==> src/rtl/lcdfmt_pkg.sv <==
// Shared types and ASCII helpers for the LCD watch formatter.
package lcdfmt_pkg;

    typedef enum logic [1:0] {
        StIdle,
        StConvert,
        StWaitDisp,
        StHoldoff
    } lcdfmt_state_e;

    localparam logic [7:0] SPACE     = 8'h20;
    localparam logic [7:0] ZERO      = 8'h30;
    localparam logic [7:0] ALPHA_OFS = 8'h37;

    function automatic logic [7:0] hex2ascii(input logic [3:0] nibble);
        return (nibble < 4'd10) ? (ZERO + {4'h0, nibble}) : (ALPHA_OFS + {4'h0, nibble});
    endfunction

endpackage

==> src/rtl/lcd_watch_formatter.sv <==
// Renders NUM_CH watched channels as hex fields in an ASCII LCD frame, one nibble per cycle.
// Define LCDFMT_ZERO_BLANK_EN to blank leading zero digits within each field.
module lcd_watch_formatter
    import lcdfmt_pkg::*;
#(
    parameter int unsigned NUM_CH     = 4,
    parameter int unsigned CH_W       = 32,
    parameter int unsigned DIGITS     = 6,
    parameter int unsigned LINE_CHARS = 16,
    parameter int unsigned LINES      = 2,
    parameter int unsigned HOLDOFF    = 1000
) (
    input  logic                          clk_i,
    input  logic                          rst_i,
    input  logic [NUM_CH*CH_W-1:0]        ch_data_i,
    input  logic                          force_i,
    input  logic                          disp_busy_i,
    output logic [LINES*LINE_CHARS*8-1:0] strdata_o,
    output logic                          refresh_o,
    output logic                          busy_o
);

    localparam int unsigned CHARS  = LINES * LINE_CHARS;
    localparam int unsigned FieldW = (NUM_CH > 1) ? $clog2(NUM_CH) : 1;
    localparam int unsigned DigW   = (DIGITS > 1) ? $clog2(DIGITS) : 1;
    localparam int unsigned PosW   = (CHARS > 1) ? $clog2(CHARS) : 1;
    localparam int unsigned CntW   = (HOLDOFF > 0) ? $clog2(HOLDOFF + 1) : 1;

    localparam logic [FieldW-1:0] LastField = FieldW'(NUM_CH - 1);
    localparam logic [DigW-1:0]   LastDigit = DigW'(DIGITS - 1);

    lcdfmt_state_e               state_q, state_d;
    logic [NUM_CH-1:0][CH_W-1:0] snap_q, snap_d;
    logic [0:CHARS-1][7:0]       frame_q, frame_d;
    logic [FieldW-1:0]           field_q, field_d;
    logic [DigW-1:0]             digit_q, digit_d;
    logic [CntW-1:0]             cnt_q, cnt_d;
    logic                        pend_q, pend_d;
    logic                        seen_q, seen_d;
    logic                        refresh_q, refresh_d;

    logic [DIGITS-1:0][3:0] nibs;
    logic [3:0]             nib;
    logic [7:0]             ascii;
    logic [PosW-1:0]        pos;

    // Current nibble, MSB digit of the field first.
    always_comb begin
        nibs  = snap_q[field_q][DIGITS*4-1:0];
        nib   = nibs[LastDigit - digit_q];
        pos   = PosW'(32'(field_q) * (DIGITS + 1) + 32'(digit_q));
        ascii = hex2ascii(nib);
`ifdef LCDFMT_ZERO_BLANK_EN
        if (nib == 4'h0 && !seen_q && digit_q != LastDigit) begin
            ascii = SPACE;
        end
`endif
    end

    always_comb begin
        state_d   = state_q;
        snap_d    = snap_q;
        frame_d   = frame_q;
        field_d   = field_q;
        digit_d   = digit_q;
        cnt_d     = cnt_q;
        pend_d    = pend_q;
        seen_d    = seen_q;
        refresh_d = 1'b0;

        // A force outside IDLE is remembered and served on the next idle cycle.
        if (force_i && state_q != StIdle) begin
            pend_d = 1'b1;
        end

        unique case (state_q)
            StIdle: begin
                if (force_i || pend_q || (ch_data_i != snap_q)) begin
                    state_d = StConvert;
                    snap_d  = ch_data_i;
                    pend_d  = 1'b0;
                    field_d = '0;
                    digit_d = '0;
                    seen_d  = 1'b0;
                end
            end
            StConvert: begin
                frame_d[pos] = ascii;
                if (digit_q == LastDigit) begin
                    digit_d = '0;
                    seen_d  = 1'b0;
                    if (field_q == LastField) begin
                        state_d = StWaitDisp;
                    end else begin
                        field_d = field_q + FieldW'(1);
                    end
                end else begin
                    digit_d = digit_q + DigW'(1);
                    seen_d  = seen_q | (nib != 4'h0);
                end
            end
            StWaitDisp: begin
                if (!disp_busy_i) begin
                    state_d   = StHoldoff;
                    refresh_d = 1'b1;
                    cnt_d     = CntW'(HOLDOFF);
                end
            end
            StHoldoff: begin
                if (cnt_q == '0) begin
                    state_d = StIdle;
                end else begin
                    cnt_d = cnt_q - CntW'(1);
                end
            end
            default: state_d = StIdle;
        endcase
    end

    always_ff @(posedge clk_i or posedge rst_i) begin
        if (rst_i) begin
            state_q   <= StIdle;
            snap_q    <= '0;
            frame_q   <= {CHARS{SPACE}};
            field_q   <= '0;
            digit_q   <= '0;
            cnt_q     <= '0;
            pend_q    <= 1'b1;
            seen_q    <= 1'b0;
            refresh_q <= 1'b0;
        end else begin
            state_q   <= state_d;
            snap_q    <= snap_d;
            frame_q   <= frame_d;
            field_q   <= field_d;
            digit_q   <= digit_d;
            cnt_q     <= cnt_d;
            pend_q    <= pend_d;
            seen_q    <= seen_d;
            refresh_q <= refresh_d;
        end
    end

    assign strdata_o = frame_q;
    assign refresh_o = refresh_q;
    assign busy_o    = (state_q != StIdle);

endmodule

==> config.mk <==
export PLATFORM = sky130hd
export DESIGN_NAME = lcd_watch_formatter
export DESIGN_NICKNAME = d
export VERILOG_FILES = /design/src/rtl/lcdfmt_pkg.sv /design/src/rtl/lcd_watch_formatter.sv
export SDC_FILE = /design/constraint.sdc
export NUM_CORES = 1
export LEC_CHECK = 0
export ABC_AREA = 1
export CELL_PAD_IN_SITES_DETAIL_PLACEMENT = 1
export CELL_PAD_IN_SITES_GLOBAL_PLACEMENT = 1
export CORE_MARGIN = 2
export CORE_UTILIZATION = 30
export CTS_CLUSTER_DIAMETER = 150
export CTS_CLUSTER_SIZE = 12
export DETAILED_ROUTE_END_ITERATION = 10
export GPL_TIMING_DRIVEN = 0
export PLACE_DENSITY = 0.81
export SLEW_MARGIN = 20
export SYNTH_ARGS = -nofsm -noshare
export SYNTH_HDL_FRONTEND = slang
export SYNTH_SLANG_ARGS = --single-unit
==> constraint.sdc <==
create_clock -name clk_i -period 12.5 [get_ports clk_i]
set_clock_uncertainty 0.05 [all_clocks]
set_input_delay 2.5 -clock clk_i [delete_from_list [all_inputs] [get_ports clk_i]]
set_output_delay 2.5 -clock clk_i [all_outputs]
set_load 0.03 [all_outputs]
; After elaboration in Yosys (flattened, before gate mapping)
; Index checks and enable logic that the tools add are counted.
[word_totals]
word_cells = 112
latchBits = 0
reg_bits = 403
romBits = 0
memories = 0
out_inout_bits = 258
mem_bits_rw = 0
[op_classes]
bitwise = 1
magnitude_cmp = 5
shifts = 0
n_addsub = 7
n_mul = 1
n_reduce_logical = 14
div = 0
n_eq_ne = 13
mux = 29
[ops]
columns = op, n
row1 = 256-bit bitwise mux, 1
row2 = 128-bit != test, 1
row3 = 32-bit binary-select mux with 2-bit select, 1
row4 = 8-bit demux with 5-bit select, 1
row5 = 24-bit 2-to-1 mux, 1
row6 = 10-bit 2-to-1 mux, 2
row7 = 10-bit one-hot mux with 2 select lines, 1
row8 = 2-bit 2-to-1 mux, 8
row9 = "6-bit by 4-bit adder with 7-bit output, first input constant", 2
row10 = "2-bit != test, second input constant", 7
row11 = 4-bit binary-select mux with 3-bit select, 1
row12 = 10-bit logical NOT, 1
row13 = "10-bit by 1-bit subtractor with 10-bit output, second input constant", 1
row14 = 8-bit 2-to-1 mux, 1
row15 = 2-bit one-hot mux with 4 select lines, 1
row16 = 7-bit 2-to-1 mux, 1
row17 = "2-bit == test, second input constant", 3
row18 = "6-bit >= comparator, second input constant", 1
row19 = "6-bit by 1-bit < comparator with 1-bit output, second input constant", 1
row20 = 3-bit 2-to-1 mux, 2
row21 = 5-bit inverter with 6-bit output, 1
row22 = 3-bit one-hot mux with 2 select lines, 1
row23 = 2-bit nonzero test, 3
row24 = 5-bit by 3-bit adder with 5-bit output, 1
row25 = other kinds (19), 26

; Longest topological paths before layout
[depth]
depth_word = 8
depth_mapped = 18
depth_no_buf = 15

; Worst setup path before layout
; OpenSTA, ideal clock, no wires.
[synth_timing]
kind = input port to flip-flop
from = input port force_i
to = register snap_q[100] (netlist name)
stages = 15
setup_ns = 0.119
t_arrival_ns = 3.821
path_buffers = 2
path_slack_ns = 8.511
cell_sequence = nor2_1 nand2_1 nor2_1 nand2_1 nor2_1 nand2_1 nor2_1 nand2_1 nor2_2 nand2_2 nand2_4 buf_6 buf_4 nand2_1 o21a_1
[synth_via]
elab_chain_cells = 3
[synth_lines]
columns = item, line
row1 = "start, declared", lcd_watch_formatter.sv:16  ; input logic force_i,
row2 = 1-bit logical OR (2 in series), lcd_watch_formatter.sv:78  ; if (force_i || pend_q || (ch_data_i != snap_q)) begin
row3 = 2-bit AND reduction (no source line), n/a
row4 = "end signal, assigned", lcd_watch_formatter.sv:133  ; snap_q <= snap_d;
row5 = "end, declared", lcd_watch_formatter.sv:33  ; logic [NUM_CH-1:0][CH_W-1:0] snap_q, snap_d;
; Every way passes these cells.
; A chain may end at the register's enable or synchronous reset.

; Worst setup path in the final report
[layout_timing]
from = register state_q[0]
to = output port busy_o
[layout_via]
elab_chain_cells = 1
[layout_lines]
columns = item, line
row1 = "start, declared", lcd_watch_formatter.sv:32  ; lcdfmt_state_e state_q, state_d;
row2 = "start signal, assigned", lcd_watch_formatter.sv:122  ; state_q <= StIdle;
row3 = "start signal, assigned", lcd_watch_formatter.sv:132  ; state_q <= state_d;
row4 = 2-bit nonzero test, lcd_watch_formatter.sv:146  ; assign busy_o = (state_q != StIdle);
row5 = "end, declared", lcd_watch_formatter.sv:20  ; output logic busy_o
; Every way passes these cells.

==> impl_metrics.xml <==
<?xml version="1.0" encoding="UTF-8"?>
<metrics>
  <group name="run_status">
    <metric name="run_status" unit="">finished clean</metric>
  </group>
  <group name="synthesis">
    <metric name="synth.cells.most_frequent" unit="">sky130_fd_sc_hd__nand2_1, sky130_fd_sc_hd__dfrtp_1, sky130_fd_sc_hd__inv_1</metric>
    <metric name="synth.distinct_cells" unit="">37</metric>
    <metric name="ys_warnings" unit="">0</metric>
    <metric name="synth_enable_flop_cells" unit="">0</metric>
    <metric name="synth-seq-cells" unit="">371</metric>
    <metric name="synth.top_cell.area_share" unit="%">47.0</metric>
    <metric name="synthDominantAreaCellType" unit="">sky130_fd_sc_hd__dfrtp_1</metric>
    <metric name="mappedNetlistArea" unit="um2">18000</metric>
    <metric name="synth_seq_area_share" unit="%">51.8</metric>
    <metric name="syn_inst" unit="">2285</metric>
    <metric name="synth.avg_cell_area" unit="um2">7.87</metric>
    <metric name="dominantRegCellSynth" unit="">sky130_fd_sc_hd__dfrtp_1</metric>
    <metric name="synth-async-reset-ratio" unit="%">100</metric>
    <metric name="synth_most_common_cell" unit="">sky130_fd_sc_hd__nand2_1</metric>
    <metric name="post_synth_main_area_contributors" unit="">sky130_fd_sc_hd__dfrtp_1, sky130_fd_sc_hd__nand2_1, sky130_fd_sc_hd__dfstp_2</metric>
  </group>
  <group name="place">
    <metric name="weighted_congestion_at_the_end_of_routability_driven_global_placement" unit="">0.901</metric>
    <metric name="place.port_buffers" unit="">357</metric>
    <metric name="dp_hpwl" unit="um">52600</metric>
  </group>
  <group name="final_layout">
    <metric name="n_antenna_cell" unit="">0</metric>
    <metric name="nFillCells" unit="">7087</metric>
    <metric name="final_util" unit="%">40.6</metric>
    <metric name="drive_gt1_share" unit="%">7.70</metric>
    <metric name="area_growth" unit="%">33.5</metric>
    <metric name="nNetsFinal" unit="">2873</metric>
  </group>
  <group name="floorplanning">
    <metric name="row_count" unit="">89</metric>
    <metric name="die_width" unit="um">249</metric>
    <metric name="ios" unit="">390</metric>
    <metric name="placeableCoreArea" unit="um2">59100</metric>
    <metric name="design.die.area" unit="um2">61900</metric>
    <metric name="initial_utilization" unit="%">30.4</metric>
    <metric name="die_h" unit="um">249</metric>
  </group>
  <group name="clock_tree">
    <metric name="clkSinkCount" unit="">371</metric>
    <metric name="htreeDepth" unit="">2</metric>
    <metric name="post-cts-setup-buffer-count" unit="">0</metric>
    <metric name="cts-root-buf" unit="">sky130_fd_sc_hd__clkbuf_16</metric>
    <metric name="cts_tree" unit="">yes</metric>
    <metric name="cts-resized-gates" unit="">0</metric>
    <metric name="ctsHoldBuffers" unit="">0</metric>
    <metric name="max-clock-path-buffers" unit="">3</metric>
    <metric name="clk_transition_reported_paths" unit="ns">0.08</metric>
    <metric name="clock_insertion_delay_worst_skew" unit="ns">0.57</metric>
    <metric name="numCtsBuffers" unit="">37</metric>
  </group>
  <group name="setup_path">
    <metric name="critical_path.cell_chain" unit="">inv_1 -&gt; ha_1 -&gt; inv_1 -&gt; clkdlybuf4s50_1</metric>
    <metric name="arrival" unit="ns">2.42</metric>
    <metric name="startpoint_types" unit="">flip-flop</metric>
    <metric name="crit_path_max_fanout" unit="">5</metric>
    <metric name="cpLargestDelayFamily" unit="">buffers and inverters</metric>
    <metric name="max_stage_delay" unit="ns">0.73</metric>
    <metric name="critical_path.slowest_cell" unit="">sky130_fd_sc_hd__clkdlybuf4s50_1</metric>
    <metric name="required" unit="ns">9.95</metric>
    <metric name="timing.setup.critical_path_class" unit="">reg2out</metric>
    <metric name="crit_buf_inv" unit="">3</metric>
    <metric name="critical_path.endpoint_type" unit="">output pin</metric>
    <metric name="worst_path_most_repeated_cell" unit="">sky130_fd_sc_hd__inv_1</metric>
  </group>
  <group name="global_route">
    <metric name="grt_overflow_total" unit="">0</metric>
    <metric name="vias_in_the_first_global_route" unit="">18600</metric>
    <metric name="global_route_usage_over_all_layers" unit="%">21.9</metric>
    <metric name="antenna_violations_before_repair" unit="">0</metric>
    <metric name="maximum_number_of_pins_on_one_net_before_global_route_repair" unit="">36</metric>
    <metric name="grt_pass1_wl" unit="um">107000</metric>
  </group>
  <group name="detailed_routing">
    <metric name="post_drt_wl_per_cell" unit="um">19.5</metric>
    <metric name="drc_errors" unit="">0</metric>
    <metric name="met3_layer_wire_length_in_the_routed_design" unit="um">3120</metric>
    <metric name="highest_metal_layer_with_signal_wires" unit="">met4</metric>
    <metric name="vias" unit="">17100</metric>
    <metric name="routed_wirelength" unit="um">68700</metric>
    <metric name="routed_via_density" unit="">4.84</metric>
    <metric name="drt_pre_antenna_iters" unit="">5</metric>
    <metric name="dr_wl_met2" unit="um">35100</metric>
    <metric name="initialDrtViolationCount" unit="">1083</metric>
    <metric name="routedLengthMet1" unit="um">28400</metric>
    <metric name="route.antenna.remaining_nets" unit="">0</metric>
  </group>
  <group name="sta">
    <metric name="setup_total_negative_slack" unit="ns">0</metric>
    <metric name="timing_worst_slew_pin_value" unit="ns">0.667</metric>
    <metric name="min_period_over_period" unit="%">39.8</metric>
    <metric name="hold_violations" unit="">0</metric>
    <metric name="fmaxAchievable" unit="MHz">201</metric>
    <metric name="grt_setup_unrepaired" unit="">false</metric>
    <metric name="finalSetupViolCount" unit="">0</metric>
    <metric name="timing.final.max_slew_violations" unit="">0</metric>
    <metric name="min_period" unit="ns">4.97</metric>
    <metric name="slew_headroom" unit="%">55.6</metric>
  </group>
  <group name="worst_hold_path">
    <metric name="holdCritPathClass" unit="">reg2reg</metric>
  </group>
  <group name="power_and_ir_drop">
    <metric name="power.static_leakage" unit="nW">11.7</metric>
    <metric name="ir_worst_vdd" unit="uV">123</metric>
    <metric name="power_per_cell_area" unit="nW/um2">295</metric>
    <metric name="fin_total_pwr" unit="mW">7.08</metric>
  </group>
  <group name="job">
    <metric name="max_cap_violations" unit="">0</metric>
  </group>
</metrics>
[layer usage]
layer / global-route usage (%) / up-vias
met4: 6.93 / 0
met3: 3.04 / 118
li1: - / 7958
met5: 0 / -
met2: 40.1 / 487
met1: 26.5 / 8515
[worst register-to-register path, delay by kind of cell (launching register included)]
family,cells,cell delay [ns]
adder cells (fa/ha/maj),3,1.14
AND/OR/NAND/NOR,2,0.67
buffers and inverters,3,0.64
flip-flops,1,0.59
XOR/XNOR,1,0.33
AO/OA/AOI/OAI,1,0.27
[state kept, by name (all words and copies together) (netlist names)]
name,count
cnt_q,10
refresh_o,1
field_q,2
strdata_o,224
snap_q,128
digit_q,3
state_q,2
pend_q,1
[area by class of cell]
| cell class | count | area [um2] | share of cell area, % |
|---|---|---|---|
| buffer | 102 | 703 | 2.93 |
| clock buffer | 61 | 1020 | 4.23 |
| clock inverter | 6 | 81.3 | 0.339 |
| inverter | 246 | 927 | 3.86 |
| multi-input combinational | 1597 | 7150 | 29.8 |
| sequential | 371 | 9330 | 38.8 |
| tap | 773 | 967 | 4.03 |
| timing repair buffer | 370 | 3850 | 16.0 |
[stage by stage]
step | hold WS (ns) | cells | cell area, um2 | worst slack [ns]
floorplan | 0.407 | 2316 | 18100 | 5.00
finish | 0.420 | 3526 | 24000 | 7.53
global route | 0.438 | 3526 | 24000 | 7.48
CTS | 0.420 | 3526 | 24000 | 7.53
global placement | 0.407 | 3446 | 22600 | 2.39
detailed placement | 0.408 | 3459 | 22900 | 7.17
[cells in the final DEF, fill, tap and decap left out, drive strengths merged]
| cell type | count |
|---|---|
| conb | 32 |
| bufinv | 1 |
| dfstp | 33 |
| o211ai | 12 |
| a31oi | 1 |
| nor2b | 1 |
| nand3 | 132 |
| xnor2 | 30 |
| o21bai | 1 |
| o22ai | 9 |
| nor3 | 14 |
| buf | 105 |
| nor4 | 1 |
| ha | 13 |
| clkdlybuf4s50 | 357 |
| clkinvlp | 1 |
| nand2 | 931 |
| fa | 3 |
| inv | 218 |
| nor2 | 118 |
| dfrtp | 338 |
| clkbuf | 71 |
| o21a | 29 |
| nand3b | 2 |
| o21ai | 218 |
| xor2 | 11 |
| nand4 | 18 |
| clkinv | 32 |
| a21oi | 21 |
[path summary, 6_finish.rpt]
kind	startpoint	slack, ns	end	cells after the start
setup / recovery	state_q[0]	7.53	busy_o	4
max in group asynchronous	rst_i	8.89	strdata_o[45]	6
hold / removal	strdata_o[29]	0.42	strdata_o[29]	2
setup reg to reg	field_q[0]	8.73	strdata_o[102]	10
hold reg to reg	strdata_o[29]	0.42	strdata_o[29]	2
min in group asynchronous	rst_i	2.27	strdata_o[234]	2
[cell families after synthesis]
family | count (synthesis) | share of synthesized area (%)
AOI/OAI and AO/OA | 291 | 8.83
xor gates and xnor gates | 41 | 2.04
adders and majority gates | 16 | 1.24
buffers and inverters | 348 | 9.04
DFF | 371 | 51.8
other | 1 | 0.0208
and+or+nand+nor | 1217 | 27.0
[where the power goes]
group / switching (mW) / total (mW) / internal (mW)
Combinational: 2.68 / 3.94 / 1.26
Sequential: 0.360 / 2.06 / 1.70
Clock: 0.503 / 1.09 / 0.582
Power figures use the tool's default switching activity.
